## config.mk

```make
export PLATFORM = sky130hd
export DESIGN_NAME = page_pattern_scanner
export DESIGN_NICKNAME = d
export VERILOG_FILES = /design/src/rtl/page_pattern_scanner.sv
export SDC_FILE = /design/constraint.sdc
export NUM_CORES = 1
export LEC_CHECK = 0
export CORE_MARGIN = 4
export CORE_UTILIZATION = 55
export DETAILED_ROUTE_END_ITERATION = 16
export HOLD_SLACK_MARGIN = 0.08
export PLACE_DENSITY = 0.83
export RECOVER_POWER = 25
export SYNTH_ARGS = -nofsm -noshare
export SYNTH_HDL_FRONTEND = slang
export SYNTH_SLANG_ARGS = --single-unit
```

## constraint.sdc

```tcl
create_clock -name clk -period 4 [get_ports clk]
set_input_delay 0.8 -clock clk [delete_from_list [all_inputs] [get_ports clk]]
set_output_delay 0.8 -clock clk [all_outputs]
set_load 0.1 [all_outputs]
```

## src/rtl/page_pattern_scanner.sv

```systemverilog
// Scans NOB blocks of PPB pages against NPAT enabled patterns and streams matching page numbers in ascending order.
// Latency: one CMP cycle per block plus one cycle per hit. The design holds tpn/tpn_valid while tpn_ready is low.
// Optional PATTERN_MASK_EN adds a pat_mask input; a 0 mask bit means don't-care for that pattern bit.
module page_pattern_scanner #(
    parameter int P_SIZE = 12,
    parameter int PPB    = 8,
    parameter int NOB    = 3,
    parameter int NPAT   = 4
) (
    input  logic                              clk,
    input  logic                              rst,
    input  logic                              start,
    input  logic [NOB*PPB*P_SIZE-1:0]         a,
    input  logic [NPAT*P_SIZE-1:0]            pats,
`ifdef PATTERN_MASK_EN
    input  logic [NPAT*P_SIZE-1:0]            pat_mask,
`endif
    input  logic [NPAT-1:0]                   pat_en,
    output logic                              busy,
    output logic                              tpn_valid,
    input  logic                              tpn_ready,
    output logic [$clog2(NOB*PPB)-1:0]        tpn,
    output logic                              done,
    output logic [$clog2(NOB*PPB+1)-1:0]      match_cnt
);
    localparam int NOP   = NOB * PPB;
    localparam int NOP_W = $clog2(NOP);
    localparam int CNT_W = $clog2(NOP + 1);
    localparam int B_W   = (NOB > 1) ? $clog2(NOB) : 1;

    typedef enum logic [1:0] {S_IDLE, S_CMP, S_EMIT, S_DONE} state_t;

    state_t                   state_q, state_d;
    logic [NOP*P_SIZE-1:0]    a_q, a_d;
    logic [NPAT*P_SIZE-1:0]   pats_q, pats_d;
    logic [NPAT*P_SIZE-1:0]   mask_eff;
    logic [NPAT-1:0]          en_q, en_d;
    logic [B_W-1:0]           blk_q, blk_d;
    logic [PPB-1:0]           hit_q, hit_d;
    logic [CNT_W-1:0]         cnt_q, cnt_d;

    logic [PPB*P_SIZE-1:0]    blk_pages;
    logic [PPB-1:0]           cmp_hit;
    logic [PPB-1:0]           low_oh;
    logic [NOP_W-1:0]         low_idx;
    logic [NOP_W-1:0]         base;
    logic                     last_blk;
    logic                     last_bit;

`ifdef PATTERN_MASK_EN
    logic [NPAT*P_SIZE-1:0]   mask_q, mask_d;
    assign mask_eff = mask_q;
`else
    assign mask_eff = '1;
`endif

    assign blk_pages = a_q[int'(blk_q)*PPB*P_SIZE +: PPB*P_SIZE];

    // A page hits once no matter how many enabled patterns it matches.
    always_comb begin
        cmp_hit = '0;
        for (int k = 0; k < PPB; k++) begin
            for (int j = 0; j < NPAT; j++) begin
                if (en_q[j] && (((blk_pages[k*P_SIZE +: P_SIZE] ^ pats_q[j*P_SIZE +: P_SIZE])
                                 & mask_eff[j*P_SIZE +: P_SIZE]) == '0))
                    cmp_hit[k] = 1'b1;
            end
        end
    end

    always_comb begin
        low_idx = '0;
        low_oh  = '0;
        for (int k = PPB - 1; k >= 0; k--) begin
            if (hit_q[k]) begin
                low_idx   = NOP_W'(k);
                low_oh    = '0;
                low_oh[k] = 1'b1;
            end
        end
    end

    assign base     = NOP_W'(blk_q) * NOP_W'(PPB);
    assign last_blk = (blk_q == B_W'(NOB - 1));
    assign last_bit = ((hit_q & ~low_oh) == '0);

    always_comb begin
        state_d = state_q;
        a_d     = a_q;
        pats_d  = pats_q;
        en_d    = en_q;
        blk_d   = blk_q;
        hit_d   = hit_q;
        cnt_d   = cnt_q;
`ifdef PATTERN_MASK_EN
        mask_d  = mask_q;
`endif
        case (state_q)
            S_IDLE: begin
                if (start) begin
                    a_d     = a;
                    pats_d  = pats;
                    en_d    = pat_en;
`ifdef PATTERN_MASK_EN
                    mask_d  = pat_mask;
`endif
                    blk_d   = '0;
                    hit_d   = '0;
                    cnt_d   = '0;
                    state_d = S_CMP;
                end
            end
            S_CMP: begin
                hit_d = cmp_hit;
                if (|cmp_hit)
                    state_d = S_EMIT;
                else if (last_blk)
                    state_d = S_DONE;
                else
                    blk_d = blk_q + 1'b1;
            end
            S_EMIT: begin
                if (tpn_ready) begin
                    hit_d = hit_q & ~low_oh;
                    cnt_d = cnt_q + 1'b1;
                    if (last_bit) begin
                        if (last_blk) begin
                            state_d = S_DONE;
                        end else begin
                            blk_d   = blk_q + 1'b1;
                            state_d = S_CMP;
                        end
                    end
                end
            end
            S_DONE:  state_d = S_IDLE;
            default: state_d = S_IDLE;
        endcase
    end

    always_ff @(posedge clk or negedge rst) begin
        if (!rst) begin
            state_q <= S_IDLE;
            a_q     <= '0;
            pats_q  <= '0;
            en_q    <= '0;
            blk_q   <= '0;
            hit_q   <= '0;
            cnt_q   <= '0;
`ifdef PATTERN_MASK_EN
            mask_q  <= '0;
`endif
        end else begin
            state_q <= state_d;
            a_q     <= a_d;
            pats_q  <= pats_d;
            en_q    <= en_d;
            blk_q   <= blk_d;
            hit_q   <= hit_d;
            cnt_q   <= cnt_d;
`ifdef PATTERN_MASK_EN
            mask_q  <= mask_d;
`endif
        end
    end

    assign busy      = (state_q == S_CMP) || (state_q == S_EMIT);
    assign tpn_valid = (state_q == S_EMIT);
    assign tpn       = (state_q == S_EMIT) ? (base + low_idx) : '0;
    assign done      = (state_q == S_DONE);
    assign match_cnt = cnt_q;
endmodule
```

==> parameters.txt <==
Parameter                              Value

Outcome
  Outcome ... finished, violations left
  Violated checks ... max-capacitance violations, max-slew violations

Global routing
  Largest net degree at the start of global routing ... 116
  Number of global-route vias before repair ... 17800
  Wire length of the first global-routing pass ... 109000 um
  Overall Global Routing Usage ... 32.5%
  Antenna violations before repair ... 2
  Grt ovf ... 0

Power
  Worst supply voltage drop on vdd ... 422 uV
  Clock share of power ... 13.1%
  Part of the power in combinational logic ... 55.6%
  Net switching share of the total power ... 44.0%
  Static leakage power ... 10.8 nW
  Switching Power ... 11.6 mW
  Sequential group share of total power ... 31.3%
  P per Cell Area ... 963 nW/um^2
  Internal Pwr Total ... 14.7 mW

Placed design
  Post-detail-place hpwl ... 52400 um
  RePlAce Congestion ... 0.994
  Post-Place Worst Slack ... 0.0832 ns
  Buffers added on ports ... 356

Route
  DR pass1 iterations ... 5
  Final ANT Viol Nets ... 0
  Routed vias/inst ... 6.07
  Wire length per cell after detailed routing ... 25.6 um
  Remaining routing DRC violations ... 0
  Total Wirelength ... 72300 um
  Overall via count from detail_route ... 17200
  Initial drt markers ... 1657

Timing
  Max-slew violation count ... 93
  Tmin final ... 3.91 ns
  Hold slack final ... 0.502 ns
  Total negative setup slack ... 0 ns
  RSZ-0062 raised after global routing ... no
  Worst-Margin Slew ... 2.45 ns
  Max-Slew Margin vs Limit ... -63.6%
  Final setup violation count ... 0
  Number of hold violations in the final report ... 0
  Final critical-path setup slack ... 0.0883 ns
  Final critical-path share of the clock period ... 97.8%
  Fmax ... 256 MHz
  Layout Skew ... 0.0164 ns

Logic synthesis
  Number of enable-type register cells in the synthesized netlist ... 0
  Fraction of registers with async set or reset after synthesis ... 100%
  Most frequent cell after synthesis ... sky130_fd_sc_hd__mux2_2
  Seq/Total Area, Yosys ... 40.8%
  Count of synthesis-stage warnings from yosys ... 0
  Cell count after synthesis ... 1957
  Main combinational cell family by area after synthesis ... multiplexers
  Compound-cell area share of the yosys netlist ... 6.34%
  Main flop type after synthesis ... sky130_fd_sc_hd__dfrtp_1
  Largest cells by area after synthesis ... sky130_fd_sc_hd__dfrtp_1 41%, sky130_fd_sc_hd__mux2_2 19%, sky130_fd_sc_hd__xnor2_1 11%, sky130_fd_sc_hd__mux2i_1 4.7%, sky130_fd_sc_hd__nand3b_1 2.6%
  Post-Synthesis Cell Area ... 21900 um^2
  Multiplexer share of the synthesized area ... 23.2%
  Top cells by instance count after synthesis ... 361 x sky130_fd_sc_hd__mux2_2, 357 x sky130_fd_sc_hd__dfrtp_1, 287 x sky130_fd_sc_hd__xnor2_1
  Adder-cell area share of the yosys netlist ... 0.445%
  Post-synthesis net count ... 2308
  Library cell occupying the most area in the post-synthesis netlist ... sky130_fd_sc_hd__dfrtp_1
  Number of distinct library cells after synthesis ... 63
  XOR/XNOR share of the synthesized area ... 13.9%
  Mean cell area of the mapped netlist ... 11.2 um^2
  Flops & latches, synth ... 357
  Share of synthesized cell area in and, or, nand and nor gates ... 11.4%
  Area fraction of the dominant cell type after synthesis ... 40.8%

Setup path
  Startpoint kind of the worst setup timing path ... flip-flop
  Worst EP required ... 4.50 ns
  Kind of critical path ... flip-flop to flip-flop
  Capturing element type of the critical path ... flip-flop
  Data arrival at the endpoint of the critical path ... 4.41 ns
  Critical-path maximum fanout ... 30

Clock tree
  Clock transition time at the flip-flop clock pins of the worst setup and hold paths ... 0.06 ns
  Htree depth ... 2
  Cell at the root of the clock tree ... sky130_fd_sc_hd__clkbuf_16
  Number of clock buffers inserted by TritonCTS ... 39
  Maximum clock path buffer count ... 3
  Number of sinks handled by clock tree synthesis ... 357
  Latest clock arrival within the worst-skew pair ... 0.56 ns
  Clock tree from TritonCTS ... built

Floorplan
  Die width ... 208 um
  Standard-cell rows ... 72
  Count of boundary I/O pins ... 357
  Chip Height ... 208 um
  Die footprint ... 43100 um^2
  Initial core utilization ... 56.2%
  Floorplan Core Area ... 39000 um^2

Layout
  Post-layout nets ... 2635
  Filler Cell Count ... 2828
  Layout overhead on the synthesized area ... 24.4%
  Register Area ... 8940 um^2
  Fraction of layout cells with a size suffix above 1 ... 23.4%
  Combined area of the multi-input logic cells ... 12100 um^2

Worst hold path
  Worst hold-check path type ... flip-flop to flip-flop

Run
  Max-cap viol count ... 1
==> power by group through the flow <==
| stage | Combinational (mW) | Sequential, mW | Clock [mW] |
|---|---|---|---|
| floorplan | 12.0 | 6.17 | 0 |
| global placement | 14.1 | 8.06 | 0 |
| detailed placement | 14.3 | 8.15 | 0 |
| CTS | 14.4 | 8.11 | 3.48 |
| global route | 15.7 | 8.28 | 3.62 |
| finish | 14.6 | 8.22 | 3.43 |
==> worst max-delay path, stage by stage, from the launching register on <==
cell,delay [ns]
sky130_fd_sc_hd__dfrtp_4,0.59
sky130_fd_sc_hd__buf_12,0.18
sky130_fd_sc_hd__buf_12,0.16
sky130_fd_sc_hd__mux2i_1,0.15
sky130_fd_sc_hd__o21ai_1,0.51
sky130_fd_sc_hd__xor2_1,0.19
sky130_fd_sc_hd__a2111oi_0,0.08
sky130_fd_sc_hd__and3_1,0.17
sky130_fd_sc_hd__or4_1,0.53
sky130_fd_sc_hd__or4_1,0.60
sky130_fd_sc_hd__or4_1,0.55
sky130_fd_sc_hd__nand3_1,0.10
==> registers in the layout, summed over array words and instances (netlist names) <==
signal	flops
a_q	288
pats_q	48
hit_q	8
match_cnt	5
en_q	4
blk_q	2
state_q	2
==> worst paths after layout <==
kind | endpoint | from | cells past startpoint | slack, ns
worst max-delay path | blk_q[0] | blk_q[0] | 11 | 0.09
worst min register to register | a_q[131] | a_q[131] | 1 | 0.50
min in group asynchronous | a_q[158] | rst | 1 | 0.99
worst min-delay path | a_q[131] | a_q[131] | 1 | 0.50
max in group asynchronous | a_q[106] | rst | 3 | 0.77
worst max register to register | blk_q[0] | blk_q[0] | 11 | 0.09
==> repair_timing <==
item                                    in CTS  in global routing
hold buffers                                 0                  0
endpoints found under the setup margin       0                  4
hold endpoints to repair                     0                  0
setup buffers                                0                  6
gates resized for setup                      0                  0
==> layer usage <==
layer / vias to the layer above / share of wire (%) / GRT usage, %
met5: - / 0 / 0
met4: 0 / 4.6 / 12.3
met3: 207 / 9.1 / 7.18
met2: 860 / 46 / 52.3
met1: 8439 / 40 / 43.6
li1: 7652 / - / -
==> through the flow <==
stage / area (um^2) / instances / power, mW / utilization, %
after floorplan: 21900 / 1957 / 18.2 / -
after global placement: 26100 / 2755 / 22.1 / 66.8
after detailed placement: 26100 / 2755 / 22.5 / 66.8
after CTS: 27300 / 2818 / 26.0 / 69.9
after global routing: 27300 / 2826 / 27.6 / 69.9
final: 27300 / 2826 / 26.3 / 69.9
==> cell type report <==
type | instances | area share [%]
clock buffer | 52 | 4.09
inverter | 25 | 0.344
sequential | 357 | 32.8
antenna | 2 | 0.0184
tap | 518 | 2.38
timing repair buffer | 438 | 15.6
multi-input combinational | 1423 | 44.5
clock inverter | 11 | 0.307
==> cells by family (layout without fill, tap and decap cells) <==
family	after synthesis	in the layout
DFF	357	357
buffers and inverters	177	526
xor gates and xnor gates	347	347
other	0	2
adders and majority gates	8	8
AOI/OAI and AO/OA	198	198
muxes	464	464
and+or+nand+nor	406	406
==> placed cells by master (no fill, tap or decap), types with 5 or more instances in the layout <==
cell type | Yosys | layout
sky130_fd_sc_hd__mux2_2 | 361 | 361
sky130_fd_sc_hd__dfrtp_1 | 357 | 355
sky130_fd_sc_hd__clkdlybuf4s50_1 | 0 | 347
sky130_fd_sc_hd__xnor2_1 | 287 | 287
sky130_fd_sc_hd__mux2i_1 | 103 | 103
sky130_fd_sc_hd__nand3b_1 | 76 | 76
sky130_fd_sc_hd__buf_4 | 2 | 74
sky130_fd_sc_hd__xor2_1 | 60 | 60
sky130_fd_sc_hd__nand4_1 | 52 | 52
sky130_fd_sc_hd__nand2b_1 | 51 | 51
sky130_fd_sc_hd__o21ai_1 | 43 | 43
sky130_fd_sc_hd__clkbuf_16 | 0 | 40
sky130_fd_sc_hd__nand2_1 | 34 | 33
sky130_fd_sc_hd__nand3_1 | 32 | 32
sky130_fd_sc_hd__nor4_1 | 32 | 32
sky130_fd_sc_hd__nor3_1 | 30 | 30
sky130_fd_sc_hd__o21ai_2 | 28 | 28
sky130_fd_sc_hd__nor2_1 | 25 | 25
sky130_fd_sc_hd__inv_1 | 24 | 24
sky130_fd_sc_hd__o21ai_0 | 24 | 24
sky130_fd_sc_hd__o221ai_1 | 21 | 21
sky130_fd_sc_hd__nor2b_1 | 19 | 19
sky130_fd_sc_hd__or4_1 | 17 | 17
sky130_fd_sc_hd__nand4b_1 | 16 | 16
sky130_fd_sc_hd__a21oi_1 | 13 | 13
sky130_fd_sc_hd__o22ai_1 | 12 | 12
sky130_fd_sc_hd__clkbuf_1 | 75 | 10
sky130_fd_sc_hd__a22o_1 | 9 | 9
sky130_fd_sc_hd__buf_12 | 6 | 9
sky130_fd_sc_hd__a22oi_1 | 7 | 7
sky130_fd_sc_hd__ha_1 | 7 | 7
sky130_fd_sc_hd__clkbuf_8 | 0 | 7
sky130_fd_sc_hd__and3b_1 | 6 | 6
sky130_fd_sc_hd__and3_1 | 5 | 5
sky130_fd_sc_hd__o211ai_1 | 5 | 5
sky130_fd_sc_hd__clkinv_2 | 0 | 5
Power figures use the tool's default switching activity.
